--- config.mk ---
export PLATFORM = sky130hd
export DESIGN_NAME = branch_tag_manager
export DESIGN_NICKNAME = d
export VERILOG_FILES = /design/src/rtl/branch_tag_manager.sv
export SDC_FILE = /design/constraint.sdc
export NUM_CORES = 1
export LEC_CHECK = 0
export CAP_MARGIN = 20
export CORE_UTILIZATION = 47
export DETAILED_ROUTE_END_ITERATION = 12
export GPL_TIMING_DRIVEN = 1
export PLACE_DENSITY = 0.75
export SLEW_MARGIN = 5
export SYNTH_ARGS = -nofsm -noshare
export SYNTH_HDL_FRONTEND = slang
export SYNTH_SLANG_ARGS = --single-unit
--- constraint.sdc ---
create_clock -name clk -period 3.5 [get_ports clk]
set_clock_uncertainty 0.2 [all_clocks]
set_input_delay 0.7 -clock clk [delete_from_list [all_inputs] [get_ports clk]]
set_output_delay 0.7 -clock clk [all_outputs]
set_load 0.02 [all_outputs]
--- src/rtl/branch_tag_manager.sv ---
// Branch tag allocator: hands out {colour, id} tags in age order, retires them
// in order as they resolve, and rewinds the tail on a mispredict.
module branch_tag_manager #(
    parameter int NUM_TAGS = 8,
    parameter int TAG_W    = $clog2(NUM_TAGS)
) (
    input  logic             clk,
    input  logic             rst_n,
    input  logic             alloc_req,
    output logic             alloc_grant,
    output logic [TAG_W-1:0] alloc_id,
    output logic             alloc_color,
    input  logic             resolve_valid,
    input  logic [TAG_W-1:0] resolve_id,
    input  logic             resolve_color,
    input  logic             resolve_miss,
    output logic             full,
    output logic             empty,
    output logic [TAG_W:0]   count,
    output logic             squash_valid,
    output logic [TAG_W-1:0] squash_id,
    output logic             squash_color,
    output logic             err_stale
);

    localparam int PW = TAG_W + 1;

    logic [PW-1:0]       head_q, head_d;
    logic [PW-1:0]       tail_q, tail_d;
    logic [NUM_TAGS-1:0] resolved_q, resolved_d;
    logic                squash_valid_q, squash_valid_d;
    logic [TAG_W-1:0]    squash_id_q, squash_id_d;
    logic                squash_color_q, squash_color_d;
    logic                err_stale_q, err_stale_d;

    logic [PW-1:0] resolve_ptr;
    logic [PW-1:0] resolve_off;
    logic          in_window;
    logic          mispredict;
    logic          retire;

    // Pointer difference wraps modulo 2*NUM_TAGS, so the colour bit keeps
    // a full window distinguishable from an empty one.
    assign count       = tail_q - head_q;
    assign full        = (count == PW'(NUM_TAGS));
    assign empty       = (count == '0);
    assign resolve_ptr = {resolve_color, resolve_id};
    assign resolve_off = resolve_ptr - head_q;
    assign in_window   = (resolve_off < count);
    assign mispredict  = resolve_valid & resolve_miss & in_window;
    assign retire      = resolved_q[head_q[TAG_W-1:0]] & ~empty;

    // Handshake: alloc_req is a request held by decode; alloc_grant is the
    // same-cycle acceptance, and a tag is consumed only when both are high.
    assign alloc_grant = alloc_req & ~full & ~mispredict;
    assign alloc_id    = tail_q[TAG_W-1:0];
    assign alloc_color = tail_q[TAG_W];

    assign squash_valid = squash_valid_q;
    assign squash_id    = squash_id_q;
    assign squash_color = squash_color_q;
    assign err_stale    = err_stale_q;

    always_comb begin
        head_d         = head_q;
        tail_d         = tail_q;
        resolved_d     = resolved_q;
        squash_valid_d = mispredict;
        squash_id_d    = squash_id_q;
        squash_color_d = squash_color_q;
        err_stale_d    = err_stale_q;

        if (resolve_valid) begin
            if (in_window) begin
                resolved_d[resolve_id] = 1'b1;
            end else begin
                err_stale_d = 1'b1;
            end
        end

        if (mispredict) begin
            tail_d         = resolve_ptr + PW'(1);
            squash_id_d    = resolve_id;
            squash_color_d = resolve_color;
        end

        // Retire uses the registered resolved bit, so it lags a resolve by a cycle.
        if (retire) begin
            head_d                          = head_q + PW'(1);
            resolved_d[head_q[TAG_W-1:0]]   = 1'b0;
        end

        if (alloc_grant) begin
            tail_d                          = tail_q + PW'(1);
            resolved_d[tail_q[TAG_W-1:0]]   = 1'b0;
        end
    end

    always_ff @(posedge clk or negedge rst_n) begin
        if (!rst_n) begin
            head_q         <= '0;
            tail_q         <= '0;
            resolved_q     <= '0;
            squash_valid_q <= 1'b0;
            squash_id_q    <= '0;
            squash_color_q <= 1'b0;
            err_stale_q    <= 1'b0;
        end else begin
            head_q         <= head_d;
            tail_q         <= tail_d;
            resolved_q     <= resolved_d;
            squash_valid_q <= squash_valid_d;
            squash_id_q    <= squash_id_d;
            squash_color_q <= squash_color_d;
            err_stale_q    <= err_stale_d;
        end
    end

endmodule

==> results.sh, run 1 <==
export IMPL_status="finished with violations"
export IMPL_failed_checks="negative setup slack"
export IMPL_whs_ns=0.303
export IMPL_core_um2=3080
export IMPL_dp_cells=235
export IMPL_dr_pass1_iters=4
export IMPL_setup_violations_final=1
export IMPL_synth_area_top_cells="dfrtp_1, ha_1, xnor2_1"
export IMPL_crit_path_max_incr_delay_ns=0.45
export IMPL_post_route_period_util=1.03
export IMPL_worst_slack_ns=-0.0955
export IMPL_cts_tree="built"
export IMPL_gr_usage_all_layers=0.253
export IMPL_path_common_cell="ha_4"
export IMPL_num_antenna_cells=0
export IMPL_final_area_um2=2100
export IMPL_cts_path_max_buffers=2
export IMPL_fin_nets=217
export IMPL_chipWidth_um=59.0
export IMPL_cp_start_kind="input pin"
export IMPL_io_pins=26
export IMPL_clk_pin_slew_ns=0.12
export IMPL_synth_largest_area_cell="dfrtp_1"
export IMPL_final_cell_mix="buf_4, dfrtp_1, clkdlybuf4s50_1"
export IMPL_rows=20
export IMPL_slew_headroom=0.722
export IMPL_grt_pass1_wl_mm=6.42
export IMPL_cp_arrival_ns=2.70
export IMPL_layoutNonFillerInstCount=239
export IMPL_routabilityCongestion=0.852
export IMPL_maxSlewViolCount=0
export IMPL_crit_required_ns=2.60
export IMPL_fillers=247
export IMPL_ys_warn_count=0
export IMPL_gr_total_overflow=0
export IMPL_multi_input_area_um2=970
export IMPL_wire_per_inst_um=16.5
export IMPL_drive_gt1_frac=0.338
export IMPL_via_per_inst=5.59
export IMPL_endpoint_kind="primary output"
export IMPL_antenna_found_initial=0
export IMPL_grt_pass1_vias=1360
export IMPL_yosysUniqueCellTypes=43
export IMPL_cts_sinks=22
export IMPL_netlist_area_leader_share=0.361
export IMPL_drc=0
export IMPL_ctsHtreeMaxLevel=1
export IMPL_synth_net_count=166
export IMPL_grt_max_degree=23
export IMPL_vias=1337
export IMPL_worst_pin_slew_ns=0.414
export IMPL_max_freq_mhz=278
export IMPL_ff_latch_area_um2=553
export IMPL_rsz0062_at_grt="true"
export IMPL_insertion_delay_ns=0.32
export IMPL_placed_area_um2=2060
export IMPL_async_reset_ff_frac=1.00
export IMPL_routed_wl_mm=3.95
export IMPL_cts_root_buf="clkbuf_4"
export IMPL_maxCapViolCount=0
export IMPL_crit_slowest_cell="fa_2"
export IMPL_synth_edf_count=0
export IMPL_drtIter0Drc=55
export IMPL_finalCriticalPeriod_ns=3.60
export IMPL_post_route_util=0.682
export IMPL_start_util=0.496
export IMPL_post_cts_setup_buffers=0
export IMPL_syn_inst=145
export IMPL_numPortBuffers=25
export IMPL_ant_nets=0
export IMPL_ys_ff_latch=22
export IMPL_postSynthAreaPerCell_um2=10.5
export IMPL_syn_to_final_growth_pct=37.7
export IMPL_crit_chain="clkdlybuf4s15_2 > inv_4 > ha_4 > inv_2 > fa_2 > ha_4 > a21o_1 > a21oi_2 > maj3_4 > a21oi_4 > buf_6"
export IMPL_final_common_cell="buf_4"
export IMPL_crit_type="in -> out"
export IMPL_dieArea_um2=3480
export IMPL_synth_area_um2=1530
export IMPL_cts_buffers=3
export IMPL_synth_ff_type="dfrtp_1"
export IMPL_hold_viol=0
export IMPL_hold_class="reg -> reg"
export IMPL_synth_seq_area_share=0.361
export IMPL_hpwl_mm=3.13
export IMPL_die_h_um=59.0
export IMPL_crit_fanout=2
## layer usage
layer	global-route usage	part of all wire	vias up
li1	-	-	626
met1	0.339	0.44	643
met2	0.438	0.49	62
met3	0.0198	0.058	6
met4	0.0748	0.014	0
met5	0	0	-
## flip-flops by register name, indices dropped and copies added, names as in the netlist
register / count
squash_valid: 1
head_q: 4
err_stale: 1
tail_q: 4
resolved_q: 8
squash_color: 1
squash_id: 3
## critical path, delay by kind of cell
family,cells,cell delay [ns]
AOI/OAI and AO/OA,3,0.33
adders and majority gates,4,1.22
buffers and inverters,4,0.44
## final timing paths
kind,end,cells after the start,slack [ns],start
setup / recovery,alloc_grant,11,-0.1,resolve_id[0]
hold / removal,err_stale$_DFFE_PN0P_,1,0.30,err_stale$_DFFE_PN0P_
setup reg to reg,tail_q[1]$_DFFE_PN0P_,14,0.03,tail_q[0]$_DFFE_PN0P_
hold reg to reg,err_stale$_DFFE_PN0P_,1,0.30,err_stale$_DFFE_PN0P_
max in group asynchronous,tail_q[0]$_DFFE_PN0P_,2,2.33,rst_n
min in group asynchronous,resolved_q[3]$_DFF_PN0_,2,0.52,rst_n
## through the flow
| step | TNS (ns) | setup WS (ns) |
|---|---|---|
| 5_1_grt | -0.209 | -0.156 |
| 3_3_place_gp | -4.54 | -0.842 |
| 4_1_cts | -0.0912 | -0.0912 |
| 6_report | -0.0955 | -0.0955 |
| 2_1_floorplan | -0.123 | -0.0908 |
| 3_5_place_dp | -5.24 | -0.899 |
## cells by family (layout without fill, tap and decap cells)
family	Yosys count	in the layout	share of synthesized area
xor+xnor	13	13	0.0747
flops	22	22	0.361
simple gates	36	36	0.126
buf+inv	16	66	0.0459
compound gates	34	34	0.180
fa+ha+maj	13	13	0.117
mux	11	11	0.0960
## layout make-up
cell class                 count  area share
sequential                    22       0.263
tap                           44      0.0262
clock buffer                   4      0.0173
timing repair buffer          50       0.209
multi-input combinational    107       0.462
inverter                      12      0.0226
## timing repair
item                                   CTS  global route
pin swaps                                1             0
resized for setup                       13             1
setup endpoints to repair                5             4
hold buffers                             0             0
endpoints found under the hold margin    0             0
## Yosys cell counts, types with 2 or more instances
library cell / number
dfrtp_1: 22
inv_1: 11
ha_1: 10
nor2_1: 8
a211oi_1: 7
nand2_1: 7
xnor2_1: 7
xor2_1: 6
a31oi_1: 5
mux2_2: 5
a21oi_1: 4
a41oi_1: 4
nor4_1: 4
mux2i_1: 3
nand3_1: 3
nor2b_1: 3
nor3_1: 3
o21ai_0: 3
a21o_1: 2
and3_1: 2
buf_2: 2
fa_1: 2
mux4_2: 2
Power of run 1 is not shown: default switching activity piles up to over one toggle a cycle in this logic, so the estimate is an artifact.
==> run 2, diff against run 1 <==
--- a/config.mk
+++ b/config.mk
@@ -6,10 +6,10 @@
 export NUM_CORES = 1
 export LEC_CHECK = 0
 export CAP_MARGIN = 20
-export CORE_UTILIZATION = 47
+export CORE_UTILIZATION = 57
 export DETAILED_ROUTE_END_ITERATION = 12
 export GPL_TIMING_DRIVEN = 1
-export PLACE_DENSITY = 0.75
+export PLACE_DENSITY = 0.85
 export SLEW_MARGIN = 5
 export SYNTH_ARGS = -nofsm -noshare
 export SYNTH_HDL_FRONTEND = slang
==> constraint.sdc (replaced) <==
create_clock -name clk -period 4.2 [get_ports clk]
set_clock_uncertainty 0.2 [all_clocks]
set_input_delay 0.84 -clock clk [delete_from_list [all_inputs] [get_ports clk]]
set_output_delay 0.84 -clock clk [all_outputs]
set_load 0.02 [all_outputs]
==> results.sh, run 2 (synthesis results as in run 1) <==
export IMPL_status="completed"
export IMPL_drive_gt1_frac=0.214
export IMPL_dieArea_um2=2890
export IMPL_start_util=0.610
export IMPL_drc=0
export IMPL_routed_wl_mm=3.65
export IMPL_endpoint_kind="primary output"
export IMPL_largest_register="resolved_q"
export IMPL_worst_pin_slew_ns=0.437
export IMPL_top_regs="resolved_q (8), head_q (4), tail_q (4)"
export IMPL_cts_tree="built"
export IMPL_core_um2=2500
export IMPL_cts_hold_buffers=0
export IMPL_ctsHtreeMaxLevel=1
export IMPL_gr_total_overflow=0
export IMPL_drtIter0Drc=64
export IMPL_numPortBuffers=25
export IMPL_cts_root_buf="clkbuf_4"
export IMPL_final_cell_mix="clkdlybuf4s50_1, dfrtp_1, buf_4"
export IMPL_gr_usage_all_layers=0.293
export IMPL_grt_pass1_wl_mm=5.86
export IMPL_ant_nets=0
export IMPL_wire_per_inst_um=17.2
export IMPL_post_route_period_util=0.964
export IMPL_crit_type="reg -> out"
export IMPL_final_common_cell="clkdlybuf4s50_1"
export IMPL_fillers=158
export IMPL_rows=18
export IMPL_io_pins=26
export IMPL_setup_violations_final=0
export IMPL_via_per_inst=6.20
export IMPL_cts_path_max_buffers=2
export IMPL_clk_pin_slew_ns=0.12
export IMPL_whs_ns=0.298
export IMPL_hold_viol=0
export IMPL_syn_to_final_growth_pct=26.3
export IMPL_num_antenna_cells=0
export IMPL_largest_reg_flops=8
export IMPL_cts_buffers=3
export IMPL_rsz0062_at_grt="false"
export IMPL_chipWidth_um=53.7
export IMPL_maxCapViolCount=0
export IMPL_grt_max_degree=23
export IMPL_cts_sinks=22
export IMPL_dr_pass1_iters=4
export IMPL_hold_class="reg -> reg"
export IMPL_grt_pass1_vias=1211
export IMPL_vias=1314
export IMPL_maxSlewViolCount=0
export IMPL_slew_headroom=0.706
export IMPL_insertion_delay_ns=0.32
export IMPL_fin_nets=204
export IMPL_crit_fanout=9
export IMPL_antenna_found_initial=0
export IMPL_max_freq_mhz=247
export IMPL_crit_required_ns=3.16
export IMPL_die_h_um=53.7
export IMPL_cp_start_kind="register"
export IMPL_finalCriticalPeriod_ns=4.05
export IMPL_cp_arrival_ns=3.01
export IMPL_hpwl_mm=2.90
export IMPL_routabilityCongestion=0.881
export IMPL_post_cts_setup_buffers=0
[run 2: changes by cell type in the layout (fill, tap and decap cells not counted), moves of 2 or more]
cell | previous run | this run
buf_4 | 25 | 11
ha_1 | 6 | 10
ha_4 | 4 | 0
clkdlybuf4s50_1 | 20 | 23
inv_1 | 6 | 9
dlygate4sd2_1 | 2 | 0
fa_1 | 0 | 2
fa_2 | 2 | 0
inv_2 | 5 | 3
[run 2: cell type report]
class / count / area (um2) / share of cell area
well taps: 30 / 37.5 / 0.0195
inverters: 12 / 45.0 / 0.0234
clock buffers: 4 / 36.3 / 0.0188
flip-flops and latches: 22 / 552 / 0.286
multi-input cells: 107 / 905 / 0.469
repair buffers: 37 / 352 / 0.182
[run 2: metal layers]
| layer | track usage | share of wire | vias up |
|---|---|---|---|
| met1 | 0.400 | 0.41 | 625 |
| met2 | 0.459 | 0.49 | 75 |
| met5 | 0 | 0 | - |
| met4 | 0.118 | 0.019 | 0 |
| met3 | 0.0480 | 0.082 | 6 |
| li1 | - | - | 608 |
[run 2: final timing paths]
check	start	end	slack (ns)	cells past startpoint
min in group asynchronous	rst_n	squash_color$_DFFE_PN0P_	0.56	1
max in group asynchronous	rst_n	head_q[1]$_DFFE_PN0N_	2.81	2
worst min-delay path	err_stale$_DFFE_PN0P_	err_stale$_DFFE_PN0P_	0.30	1
worst min register to register	err_stale$_DFFE_PN0P_	err_stale$_DFFE_PN0P_	0.30	1
worst max-delay path	tail_q[0]$_DFFE_PN0P_	empty	0.15	8
worst max register to register	tail_q[0]$_DFFE_PN0P_	tail_q[1]$_DFFE_PN0P_	0.61	14
[run 2: through the flow]
stage	instance area [um2]	worst slack [ns]	setup TNS [ns]	util	std cells
final	1930	0.149	0	0.771	212
after global routing	1930	0.0145	0	0.771	212
after CTS	1910	0.00876	0	0.763	211
after detailed placement	1870	-0.506	-0.758	0.748	207
after global placement	1870	-0.437	-0.508	0.748	207
after floorplan	1530	0.415	0	-	145
[run 2: what timing repair did]
item                       CTS  global route
gates resized for setup      7             3
setup endpoints to repair    1             2
pin swaps                    2             2
[run 2: critical path, stage by stage (launching register included)]
cell and delay [ns]:
dfrtp_1 0.40, inv_1 0.11, ha_1 0.18, inv_1 0.05, fa_1 0.37, xnor2_1 0.30, nand3_1 0.23, o21ba_2 0.41
clkdlybuf4s50_1 0.64
Power of run 2 is left out for the same reason.
==> run 3, diff against run 2 <==
--- a/config.mk
+++ b/config.mk
@@ -6,10 +6,12 @@
 export NUM_CORES = 1
 export LEC_CHECK = 0
 export CAP_MARGIN = 20
-export CORE_UTILIZATION = 57
+export CELL_PAD_IN_SITES_DETAIL_PLACEMENT = 1
+export CELL_PAD_IN_SITES_GLOBAL_PLACEMENT = 2
+export CORE_UTILIZATION = 33
 export DETAILED_ROUTE_END_ITERATION = 12
 export GPL_TIMING_DRIVEN = 1
-export PLACE_DENSITY = 0.85
+export PLACE_DENSITY_LB_ADDON = 0.1
 export SLEW_MARGIN = 5
 export SYNTH_ARGS = -nofsm -noshare
 export SYNTH_HDL_FRONTEND = slang
==> constraint.sdc (replaced) <==
create_clock -name clk -period 4.4 [get_ports clk]
set_clock_uncertainty 0.2 [all_clocks]
set_input_delay 0.88 -clock clk [delete_from_list [all_inputs] [get_ports clk]]
set_output_delay 0.88 -clock clk [all_outputs]
set_load 0.02 [all_outputs]
==> results.sh, run 3 (synthesis results as in run 1) <==
export IMPL_status="completed"
export IMPL_final_cell_mix="clkdlybuf4s50_1, dfrtp_1, buf_4"
export IMPL_endpoint_kind="primary output"
export IMPL_fillers=494
export IMPL_hold_start="err_stale$_DFFE_PN0P_"
export IMPL_final_common_cell="clkdlybuf4s50_1"
export IMPL_chipWidth_um=70.0
export IMPL_final_area_um2=1990
export IMPL_crit_fanout=2
export IMPL_reg2reg_from="tail_q[0]$_DFFE_PN0P_"
export IMPL_cts_buffers=3
export IMPL_ctsHtreeMaxLevel=1
export IMPL_fin_nets=204
export IMPL_cts_tree="built"
export IMPL_routabilityCongestion=0.844
export IMPL_grt_max_degree=23
export IMPL_multi_input_area_um2=905
export IMPL_rrSetupSlack_ns=0.79
export IMPL_die_h_um=70.0
export IMPL_drtIter0Drc=106
export IMPL_numPortBuffers=25
export IMPL_drc=0
export IMPL_post_route_period_util=0.978
export IMPL_cts_sinks=22
export IMPL_ff_latch_area_um2=551
export IMPL_hold_depth=1
export IMPL_rows=24
export IMPL_ant_nets=0
export IMPL_dr_pass1_iters=4
export IMPL_cp_start_kind="input pin"
export IMPL_max_freq_mhz=232
export IMPL_reg2reg_depth=14
export IMPL_setup_violations_final=0
export IMPL_placed_area_um2=1900
export IMPL_slew_headroom=0.698
export IMPL_maxSlewViolCount=0
export IMPL_cts_root_buf="clkbuf_8"
export IMPL_via_per_inst=5.55
export IMPL_core_um2=4380
export IMPL_io_pins=26
export IMPL_grt_pass1_wl_mm=7.58
export IMPL_largest_reg_flops=8
export IMPL_gr_usage_all_layers=0.201
export IMPL_cts_path_max_buffers=2
export IMPL_routed_wl_mm=4.61
export IMPL_top_regs="resolved_q (8), head_q (4), tail_q (4)"
export IMPL_dieArea_um2=4900
export IMPL_cts_hold_buffers=0
export IMPL_post_cts_setup_buffers=0
export IMPL_rsz0062_at_grt="false"
export IMPL_crit_type="in -> out"
export IMPL_antenna_found_initial=0
export IMPL_hold_class="reg -> reg"
export IMPL_num_antenna_cells=0
export IMPL_dp_cells=229
export IMPL_gr_total_overflow=0
export IMPL_worst_slack_ns=0.0964
export IMPL_cp_arrival_ns=3.22
export IMPL_maxCapViolCount=0
export IMPL_grt_pass1_vias=1400
export IMPL_vias=1298
export IMPL_crit_required_ns=3.32
export IMPL_finalCriticalPeriod_ns=4.30
export IMPL_drive_gt1_frac=0.198
export IMPL_hpwl_mm=3.46
export IMPL_clk_pin_slew_ns=0.09
export IMPL_start_util=0.348
export IMPL_setup_tns_ns=0
export IMPL_pre_cts_slack_ns=-0.367
export IMPL_largest_register="resolved_q"
export IMPL_wire_per_inst_um=19.7
export IMPL_syn_to_final_growth_pct=30.8
export IMPL_worst_pin_slew_ns=0.450
export IMPL_insertion_delay_ns=0.28
export IMPL_hold_viol=0
export IMPL_whs_endpoint="err_stale$_DFFE_PN0P_"
export IMPL_layoutNonFillerInstCount=234
export IMPL_r2r_end="tail_q[1]$_DFFE_PN0P_"
run 3: cell types whose count changed in the layout (fill, tap and decap cells not counted), sizes merged:
cell           change
bufinv             +1
clkbuf             -1
clkdlybuf4s50      +1
dlymetal6s2s       -1
run 3: how the worst max path moves through the flow:
stage,from,to,cells after the start
floorplan,resolve_id[0],tail_q[1]$_DFFE_PN0P_,12
global placement,resolve_id[0],alloc_grant,11
detailed placement,resolve_id[0],alloc_grant,11
CTS,resolve_id[0],alloc_grant,11
global route,resolve_id[0],alloc_grant,11
finish,resolve_id[0],alloc_grant,11
run 3: timing repair:
action,CTS,global route
pin swaps,0,0
gates resized for setup,4,1
setup endpoints to repair,1,1
run 3: routing by layer:
layer,part of all wire,up-vias,GRT usage
met5,0,-,0
met4,0.025,0,0.0822
met3,0.033,9,0.0361
met2,0.49,26,0.326
met1,0.45,658,0.263
li1,-,605,-
run 3: layout make-up:
type,count,share of cell area
flip-flops and latches,22,0.276
well taps,52,0.0326
clock buffers,3,0.0207
inverters,12,0.0226
clock inverters,1,0.0151
multi-input cells,107,0.454
repair buffers,37,0.179
run 3: critical path, cell delays in order:
cell,delay (ns)
clkdlybuf4s50_1,0.48
inv_1,0.06
ha_1,0.19
inv_1,0.08
fa_1,0.42
ha_1,0.29
a21o_1,0.10
a21oi_1,0.07
maj3_4,0.34
a21oi_4,0.16
buf_4,0.15
run 3: stage by stage:
stage          hold WS, ns  utilization
5_1_grt              0.322        0.455
2_1_floorplan        0.297            -
6_report             0.301        0.455
3_3_place_gp         0.260        0.433
4_1_cts              0.303        0.448
3_5_place_dp         0.276        0.433
Power of run 3 is left out for the same reason.
